**src/rtl/instr_sequencer_if.sv**
```systemverilog
// Instruction-fetch bus between the sequencer (master) and instruction memory (slave).
// The request and address are held stable by the master until the slave acknowledges.
interface instr_sequencer_if #(
  parameter int PC_WIDTH = 8
) ();
  logic                imem_req;
  logic [PC_WIDTH-1:0] imem_addr;
  logic                imem_ack;
  logic [31:0]         imem_rdata;

  modport master (
    output imem_req,
    output imem_addr,
    input  imem_ack,
    input  imem_rdata
  );

  modport slave (
    input  imem_req,
    input  imem_addr,
    output imem_ack,
    output imem_rdata
  );
endinterface

```
**src/rtl/instr_sequencer.sv**
```systemverilog
// Multi-cycle fetch/decode/execute sequencer for the 32-bit datapath.
// Owns the program counter and instruction register, fetches over a req/ack bus,
// and turns the decoder's level write enables into one-instruction-at-a-time strobes.
// Every output comes straight from a register, so dec_* never reach fetch-side outputs.
module instr_sequencer #(
  parameter int                  PC_WIDTH    = 8,
  parameter logic [PC_WIDTH-1:0] PC_RESET    = '0,
  parameter logic [5:0]          HALT_OPCODE = 6'b111111
) (
  input  logic                     clk,
  input  logic                     rst_n,
  input  logic                     start,
  instr_sequencer_if.master        imem,
  output logic [31:0]              ir,
  input  logic                     dec_rwe,
  input  logic                     dec_rwe2,
  input  logic                     dec_mwe,
  input  logic                     dmem_ack,
  output logic                     rwe_o,
  output logic                     rwe2_o,
  output logic                     mwe_o,
  output logic                     busy,
  output logic                     halted,
  output logic [15:0]              instr_count
);

  typedef enum logic [2:0] {
    S_IDLE   = 3'd0,
    S_FETCH  = 3'd1,
    S_DECODE = 3'd2,
    S_EXEC   = 3'd3,
    S_MEM    = 3'd4,
    S_WB     = 3'd5,
    S_HALT   = 3'd6
  } state_t;

  state_t              r_state;
  logic [PC_WIDTH-1:0] r_pc;
  logic [31:0]         r_ir;
  logic [15:0]         r_instr_count;
  logic                r_imem_req;
  logic                r_rwe;
  logic                r_rwe2;
  logic                r_mwe;
  logic                r_busy;
  logic                r_halted;

  // Retired-instruction counter sticks at all-ones instead of wrapping.
  function automatic logic [15:0] sat_inc16(input logic [15:0] val);
    sat_inc16 = (val == 16'hFFFF) ? val : val + 16'd1;
  endfunction

  // Sequencer FSM; every output is registered here.
  always_ff @(posedge clk or negedge rst_n) begin
    if (!rst_n) begin
      r_state       <= S_IDLE;
      r_pc          <= PC_RESET;
      r_ir          <= '0;
      r_instr_count <= '0;
      r_imem_req    <= 1'b0;
      r_rwe         <= 1'b0;
      r_rwe2        <= 1'b0;
      r_mwe         <= 1'b0;
      r_busy        <= 1'b0;
      r_halted      <= 1'b0;
    end else begin
      case (r_state)
        S_IDLE: begin
          if (start) begin
            r_state    <= S_FETCH;
            r_imem_req <= 1'b1;
            r_busy     <= 1'b1;
          end
        end
        S_FETCH: begin
          // Request and address stay put until the memory answers.
          if (imem.imem_ack) begin
            r_ir       <= imem.imem_rdata;
            r_pc       <= r_pc + PC_WIDTH'(1);
            r_imem_req <= 1'b0;
            r_state    <= S_DECODE;
          end
        end
        S_DECODE: begin
          // Settle cycle for the combinational decoder; halt is not retired.
          if (r_ir[31:26] == HALT_OPCODE) begin
            r_state  <= S_HALT;
            r_busy   <= 1'b0;
            r_halted <= 1'b1;
          end else begin
            r_state <= S_EXEC;
          end
        end
        S_EXEC: begin
          // Stores take priority over register writes.
          if (dec_mwe) begin
            r_mwe   <= 1'b1;
            r_state <= S_MEM;
          end else if (dec_rwe || dec_rwe2) begin
            r_rwe   <= dec_rwe;
            r_rwe2  <= dec_rwe2;
            r_state <= S_WB;
          end else begin
            r_instr_count <= sat_inc16(r_instr_count);
            r_imem_req    <= 1'b1;
            r_state       <= S_FETCH;
          end
        end
        S_MEM: begin
          if (dmem_ack) begin
            r_mwe         <= 1'b0;
            r_instr_count <= sat_inc16(r_instr_count);
            r_imem_req    <= 1'b1;
            r_state       <= S_FETCH;
          end
        end
        S_WB: begin
          r_rwe         <= 1'b0;
          r_rwe2        <= 1'b0;
          r_instr_count <= sat_inc16(r_instr_count);
          r_imem_req    <= 1'b1;
          r_state       <= S_FETCH;
        end
        S_HALT: begin
          if (start) begin
            r_pc       <= PC_RESET;
            r_imem_req <= 1'b1;
            r_busy     <= 1'b1;
            r_halted   <= 1'b0;
            r_state    <= S_FETCH;
          end
        end
        default: begin
          r_state <= S_IDLE;
        end
      endcase
    end
  end

  assign imem.imem_req  = r_imem_req;
  assign imem.imem_addr = r_pc;
  assign ir             = r_ir;
  assign rwe_o          = r_rwe;
  assign rwe2_o         = r_rwe2;
  assign mwe_o          = r_mwe;
  assign busy           = r_busy;
  assign halted         = r_halted;
  assign instr_count    = r_instr_count;

endmodule

```
**src/flat_wrapper.sv**
```systemverilog
// flat-port wrapper written by rule: the top's interface ports become plain ports
module instr_sequencer_flat 
#(
  parameter int                  PC_WIDTH    = 8,
  parameter logic [PC_WIDTH-1:0] PC_RESET    = '0,
  parameter logic [5:0]          HALT_OPCODE = 6'b111111
)
  (clk, rst_n, start, ir, dec_rwe, dec_rwe2, dec_mwe, dmem_ack, rwe_o, rwe2_o, mwe_o, busy, halted, instr_count, imem_imem_req, imem_imem_addr, imem_imem_ack, imem_imem_rdata);
  instr_sequencer_if #(.PC_WIDTH(PC_WIDTH)) imem_i ();
  input  logic clk;
  input  logic rst_n;
  input  logic start;
  output logic [31:0] ir;
  input  logic dec_rwe;
  input  logic dec_rwe2;
  input  logic dec_mwe;
  input  logic dmem_ack;
  output logic rwe_o;
  output logic rwe2_o;
  output logic mwe_o;
  output logic busy;
  output logic halted;
  output logic [15:0] instr_count;
  output wire logic [$bits(imem_i.imem_req)-1:0] imem_imem_req;
  output wire logic [$bits(imem_i.imem_addr)-1:0] imem_imem_addr;
  input wire logic [$bits(imem_i.imem_ack)-1:0] imem_imem_ack;
  input wire logic [$bits(imem_i.imem_rdata)-1:0] imem_imem_rdata;
  assign imem_imem_req = imem_i.imem_req;
  assign imem_imem_addr = imem_i.imem_addr;
  assign imem_i.imem_ack = imem_imem_ack;
  assign imem_i.imem_rdata = imem_imem_rdata;
  instr_sequencer #(.PC_WIDTH(PC_WIDTH), .PC_RESET(PC_RESET), .HALT_OPCODE(HALT_OPCODE)) u_core (.clk(clk), .rst_n(rst_n), .start(start), .imem(imem_i), .ir(ir), .dec_rwe(dec_rwe), .dec_rwe2(dec_rwe2), .dec_mwe(dec_mwe), .dmem_ack(dmem_ack), .rwe_o(rwe_o), .rwe2_o(rwe2_o), .mwe_o(mwe_o), .busy(busy), .halted(halted), .instr_count(instr_count));
endmodule
```
**config.mk**
```make
export PLATFORM = sky130hd
export DESIGN_NAME = instr_sequencer_flat
export DESIGN_NICKNAME = d
export VERILOG_FILES = /design/src/rtl/instr_sequencer_if.sv /design/src/rtl/instr_sequencer.sv /design/src/flat_wrapper.sv
export SDC_FILE = /design/constraint.sdc
export NUM_CORES = 1
export LEC_CHECK = 0
export CAP_MARGIN = 20
export CELL_PAD_IN_SITES_DETAIL_PLACEMENT = 1
export CELL_PAD_IN_SITES_GLOBAL_PLACEMENT = 1
export CORE_UTILIZATION = 37
export DETAILED_ROUTE_END_ITERATION = 6
export HOLD_SLACK_MARGIN = 0.1
export PLACE_DENSITY = 0.82
export SLEW_MARGIN = 20
export SYNTH_ARGS = -nofsm -noshare
export SYNTH_HDL_FRONTEND = slang
export SYNTH_SLANG_ARGS = --single-unit
```
**constraint.sdc**
```tcl
create_clock -name clk -period 4.06 [get_ports clk]
set_input_delay 0.812 -clock clk [delete_from_list [all_inputs] [get_ports clk]]
set_output_delay 0.812 -clock clk [all_outputs]
set_load 0.02 [all_outputs]
```
==> reports/results.tsv, run 1 <==
metric	value	unit
timing.slew.headroom	0.496	
drc	0	
hold_class	flop to flop	
netlist_area	0.00292	mm²
synth_xor_area_frac	0.0569	
num_vias	2276	
rsz0062_at_grt	no	
synth_simple_gate_area_share	0.172	
wl_met2	3.61	mm
groute.usage.overall	0.190	
top_layer	met4	
arrival	2600	ps
dp_hpwl	5.24	mm
synth.distinct_cells	36	
p_per_area	744	mW/mm²
synth_compound_area_frac	0.0484	
routed_wl	7.20	mm
htreeDepth	3	
cts.path.max_buffers	2	
synth_top_family_by_area	simple AND/OR/NAND/NOR gates	
clockRootBuffer	clkbuf_8	
critPathKind	input port to flop	
grt_max_degree	35	
ys_seq_area_frac	0.556	
ant_nets	0	
cts_buffers	9	
grt_pass1_vias	2416	
avgRoutedWirePerCell	15.8	µm
finalPower	3150	µW
tns	0	ps
p_leak	0.00173	µW
cts_resized	0	
n_antenna_cell	0	
clk_pin_slew	70	ps
worst_setup_path_start_kind	input port	
critical_path.startpoint	dec_mwe	
cts_setup_buffers	0	
vdd_drop_max	394	µV
clk_latency	340	ps
tritoncts	yes	
r2r-start	u_core.r_state[2]	
numPortBuffers	101	
yosys_register_bits	65	
final_nets	392	
core_area	0.00769	mm²
syn_area_per_cell	11.9	µm²
worst_slew_pin_slew	756	ps
rows	32	
timing.fmax	419	MHz
ys.flop_type	dfrtp_1	
synth_edf_count	0	
gr-total-overflow	0	
boundaryPins	102	
crit_fanout	11	
hold_viol	0	
async_reset_ff_frac	1.00	
wl_met3	409	µm
skew	8.63	ps
slew_violations	0	
first_iter_violations	41	
antenna_found_initial	0	
holdBufCountCts	0	
post-route-min-period	2390	ps
routed_via_density	4.99	
max_cap_viol_count	0	
hold_path.startpoint	u_core.halted	
die_x	90.9	µm
dieArea	0.00826	mm²
grt_pass1_wl	12.2	mm
wl_met1	3.09	mm
die_h	90.9	µm
drive_above_1_share	0.181	
gp_congestion	0.729	
area_growth	44.8	%
clock-sinks	65	
synth_cells	245	
finalSetupViolCount	0	
endpoint_kind	flop	
initial_core_util	0.380	
fin_crit_sh	0.588	
dr.pass1.iters	4	
required	4270	ps
synthAdderAreaFrac	0.00856	
synth_fp_nets	287	
ys.warnings.count	0	
status	complete, no violations	
synth.area.mux_share	0.134	
worst max-delay path: stages:
cell and delay [ps]:
clkdlybuf4s50_1 550, o31ai_4 400, nand2_2 250, nor2_1 230, mux2_2 360
path summary, 6_finish.rpt:
path / endpoint / slack [ps] / cells after the start
max in group asynchronous: u_core.r_state[2] / 2590 / 2
min in group asynchronous: u_core.imem.imem_req / 540 / 1
setup / recovery: u_core.instr_count[1] / 1670 / 5
hold / removal: u_core.halted / 480 / 2
setup reg to reg: u_core.imem.imem_addr[6] / 2030 / 5
hold reg to reg: u_core.halted / 480 / 2
metrics by stage:
step,worst slack [ps],instance area (µm²),utilization,hold WS [ps],cells
6_report,1670,4240,0.551,477,456
5_1_grt,1580,4240,0.551,527,456
4_1_cts,1670,4240,0.551,485,456
3_5_place_dp,1320,4020,0.523,467,441
3_3_place_gp,1380,4020,0.523,466,441
2_1_floorplan,2170,2920,-,516,245
where the power goes:
part	leakage, µW	internal (µW)	total [µW]	switching [µW]
combinational	0.000856	733	1430	694
clock	0.000112	347	590	243
sequential	0.000766	907	1140	229
cells by family after synthesis:
kind of cell,after synthesis
compound gates,21
mux,35
simple gates,90
fa+ha+maj,2
buf+inv,13
xor+xnor,19
flops,65
registers in the layout, summed over array words and instances (netlist names):
signal	count
u_core.mwe_o	1
u_core.imem.imem_req	1
u_core.instr_count	16
u_core.rwe_o	1
u_core.ir	32
u_core.halted	1
u_core.rwe2_o	1
u_core.busy	1
u_core.r_state	3
u_core.imem.imem_addr	8
area by class of cell:
| class | instances | area [µm²] |
|---|---|---|
| multi-input cells | 167 | 1230 |
| clock inverters | 2 | 35.0 |
| inverters | 3 | 11.3 |
| repair buffers | 104 | 1030 |
| fillers | 823 | 3450 |
| clock buffers | 13 | 179 |
| well taps | 102 | 128 |
| flip-flops and latches | 65 | 1630 |
metal layers:
layer  vias up  global-route usage
li1       1074                   -
met4         0              0.0675
met3         6              0.0598
met2        61               0.312
met1      1135               0.235
met5         -                   0
synth_stat cells (2+ instances only):
| cell | number | area share |
|---|---|---|
| a21oi_1 | 2 | 0.0034 |
| a31oi_1 | 3 | 0.0064 |
| a32o_1 | 2 | 0.0068 |
| and3_1 | 4 | 0.0086 |
| and4_1 | 2 | 0.0060 |
| buf_2 | 5 | 0.0086 |
| buf_4 | 2 | 0.0051 |
| clkbuf_1 | 2 | 0.0026 |
| dfrtp_1 | 65 | 0.56 |
| ha_1 | 2 | 0.0086 |
| inv_1 | 3 | 0.0039 |
| mux2_2 | 34 | 0.13 |
| nand2_1 | 29 | 0.037 |
| nand2_2 | 2 | 0.0043 |
| nand2b_1 | 3 | 0.0064 |
| nand3_1 | 8 | 0.014 |
| nand4_1 | 7 | 0.015 |
| nor2_1 | 13 | 0.017 |
| nor2b_1 | 2 | 0.0043 |
| nor3_1 | 4 | 0.0068 |
| nor3b_1 | 2 | 0.0051 |
| nor4_2 | 5 | 0.021 |
| o21ai_0 | 9 | 0.015 |
| o22ai_1 | 3 | 0.0064 |
| or3_1 | 2 | 0.0043 |
| or4_1 | 2 | 0.0051 |
| xor2_1 | 19 | 0.057 |
layout by cell type, fill, tap and decap left out, types with 2 or more instances in the layout:
cell type,instances
nand4_1,7
clkbuf_8,13
inv_1,3
dfrtp_1,65
a21oi_1,2
nand2b_1,3
nand3_1,8
nand2_1,29
mux2_2,34
nor3b_1,2
nor2b_1,2
nor3_1,4
or4_1,2
a31oi_1,3
nor2_1,13
o21ai_0,9
clkdlybuf4s50_1,100
xor2_1,19
a32o_1,2
and3_1,4
buf_4,3
nand2_2,2
o22ai_1,3
nor4_2,5
ha_1,2
and4_1,2
or3_1,2
Power figures use the tool's default switching activity.
==> run 2: changes to the inputs <==
--- a/config.mk
+++ b/config.mk
@@ -8,10 +8,10 @@
 export CAP_MARGIN = 20
 export CELL_PAD_IN_SITES_DETAIL_PLACEMENT = 1
 export CELL_PAD_IN_SITES_GLOBAL_PLACEMENT = 1
-export CORE_UTILIZATION = 37
+export CORE_UTILIZATION = 31
 export DETAILED_ROUTE_END_ITERATION = 6
 export HOLD_SLACK_MARGIN = 0.1
-export PLACE_DENSITY = 0.82
+export PLACE_DENSITY = 0.73
 export SLEW_MARGIN = 20
 export SYNTH_ARGS = -nofsm -noshare
 export SYNTH_HDL_FRONTEND = slang
==> constraint.sdc (replaced) <==
create_clock -name clk -period 2.05 [get_ports clk]
set_input_delay 0.41 -clock clk [delete_from_list [all_inputs] [get_ports clk]]
set_output_delay 0.41 -clock clk [all_outputs]
set_load 0.02 [all_outputs]
==> reports/results.tsv, run 2 (same netlist as run 1, synthesis figures left out) <==
metric	value	unit
status	complete, no violations	
reg2reg_slack	140	ps
critical-path-top-delay-family	simple AND/OR/NAND/NOR gates	
slew_violations	0	
timing.fmax	524	MHz
dr.pass1.iters	4	
finalPower	6570	µW
boundaryPins	102	
routed_via_density	4.86	
groute.usage.overall	0.162	
cts_buffers	9	
finalSetupViolCount	0	
final_nets	408	
max_cap_viol_count	0	
required	2310	ps
drc	0	
p_leak	0.00183	µW
clk_latency	350	ps
final_core_util	0.481	
arrival	2170	ps
timing.slew.headroom	0.754	
fin_crit_sh	0.930	
hold_depth	1	
register_area	0.00163	mm²
grt_pass1_vias	2550	
hold_class	flop to flop	
clk_pin_slew	70	ps
drive_above_1_share	0.216	
n_fill_cell	1008	
holdPathEnd	u_core.instr_count[13]	
tns	0	ps
path_buf_inv	1	
worst_setup_path_start_kind	flop	
hold_viol	0	
placed_cell_area	0.00417	mm²
fin_area	0.00442	mm²
final_cell_mix	clkdlybuf4s50_1 (100), dfrtp_1 (65), mux2_2 (34)	
first_iter_violations	27	
hold_path.startpoint	u_core.instr_count[13]	
path_cells	nand2b_1, o22ai_1, nand2_2, buf_4, nor4b_2, xor2_1	
vdd_drop_max	723	µV
setup_slack	143	ps
cts_resized	0	
area_growth	51.3	%
dp_hpwl	5.33	mm
n_antenna_cell	0	
num_vias	2344	
mostFrequentLayoutCell	clkdlybuf4s50_1	
endpoint_kind	flop	
initial_core_util	0.318	
die_h	99.1	µm
cp_slowest_cell	dfrtp_1	
rsz0062_at_grt	no	
worstRegToRegCells	6	
routed_wl	7.44	mm
worst_slew_pin_slew	369	ps
clockRootBuffer	clkbuf_8	
clock-sinks	65	
crit_fanout	13	
post-route-min-period	1910	ps
dp_slack	-90.0	ps
avgRoutedWirePerCell	15.4	µm
core_area	0.00920	mm²
gr-total-overflow	0	
grt_max_degree	66	
htreeDepth	3	
slowest_delay	510	ps
ant_nets	0	
r2r-start	u_core.r_state[1]	
multi_input_area	0.00123	mm²
die_x	99.1	µm
cts.path.max_buffers	2	
p_per_area	1480	mW/mm²
tritoncts	yes	
critPathKind	flop to flop	
numPortBuffers	101	
rows	35	
dieArea	0.00982	mm²
r2r_end	u_core.instr_count[4]	
skew	7.31	ps
antenna_found_initial	0	
largest_register_ffs	32	
gp_congestion	0.776	
grt_pass1_wl	12.4	mm
## run 2: changes by cell type in the layout (fill, tap and decap cells not counted), sizes merged
cell         change
buf             +15
dlygate4sd3      +1
clkbuf           -3
bufinv           +2
clkinv           +2
## run 2: metal layers
layer	GRT usage	vias to the layer above	part of all wire
met5	0	-	0
met4	0.0452	0	0.012
met3	0.0590	9	0.060
met2	0.279	61	0.50
met1	0.191	1165	0.43
li1	-	1109	-
## run 2: worst max path at each step
stage	cells after the start	end	slack (ps)	startpoint
5_1_grt	6	u_core.instr_count[4]	10	u_core.r_state[1]
2_1_floorplan	6	u_core.instr_count[3]	360	u_core.instr_count[7]
6_report	6	u_core.instr_count[4]	140	u_core.r_state[1]
3_5_place_dp	6	u_core.instr_count[4]	-90	dec_mwe
3_3_place_gp	6	u_core.instr_count[6]	10	dec_mwe
4_1_cts	6	u_core.instr_count[4]	120	u_core.r_state[1]
## run 2: area by class of cell
| class | count | share of cell area |
|---|---|---|
| repair buffers | 120 | 0.266 |
| well taps | 111 | 0.0314 |
| inverters | 3 | 0.00255 |
| multi-input cells | 167 | 0.278 |
| clock inverters | 6 | 0.0238 |
| clock buffers | 10 | 0.0311 |
| flip-flops and latches | 65 | 0.368 |
## run 2: metrics by stage
step           cells  hold slack, ps
6_report         482             489
5_1_grt          482             515
4_1_cts          482             493
3_5_place_dp     465             464
3_3_place_gp     465             462
2_1_floorplan    245             114
## run 2: where the power goes
group	total (µW)	switching, µW	leakage [µW]	internal [µW]
Sequential	2230	431	0.000766	1800
Combinational	3000	1420	0.000940	1570
Clock	1340	509	0.000126	835
Total	6570	2360	0.00183	4200
## run 2: worst reg2reg max path, stage by stage, from the launching register on
cell	delay (ps)
dfrtp_1	510
nand2b_1	270
o22ai_1	210
nand2_2	150
buf_4	180
nor4b_2	300
xor2_1	200
## run 2: repair_timing
item                      CTS  global route
hold buffers                1             0
hold endpoints to repair   65             0
setup buffers               0             0
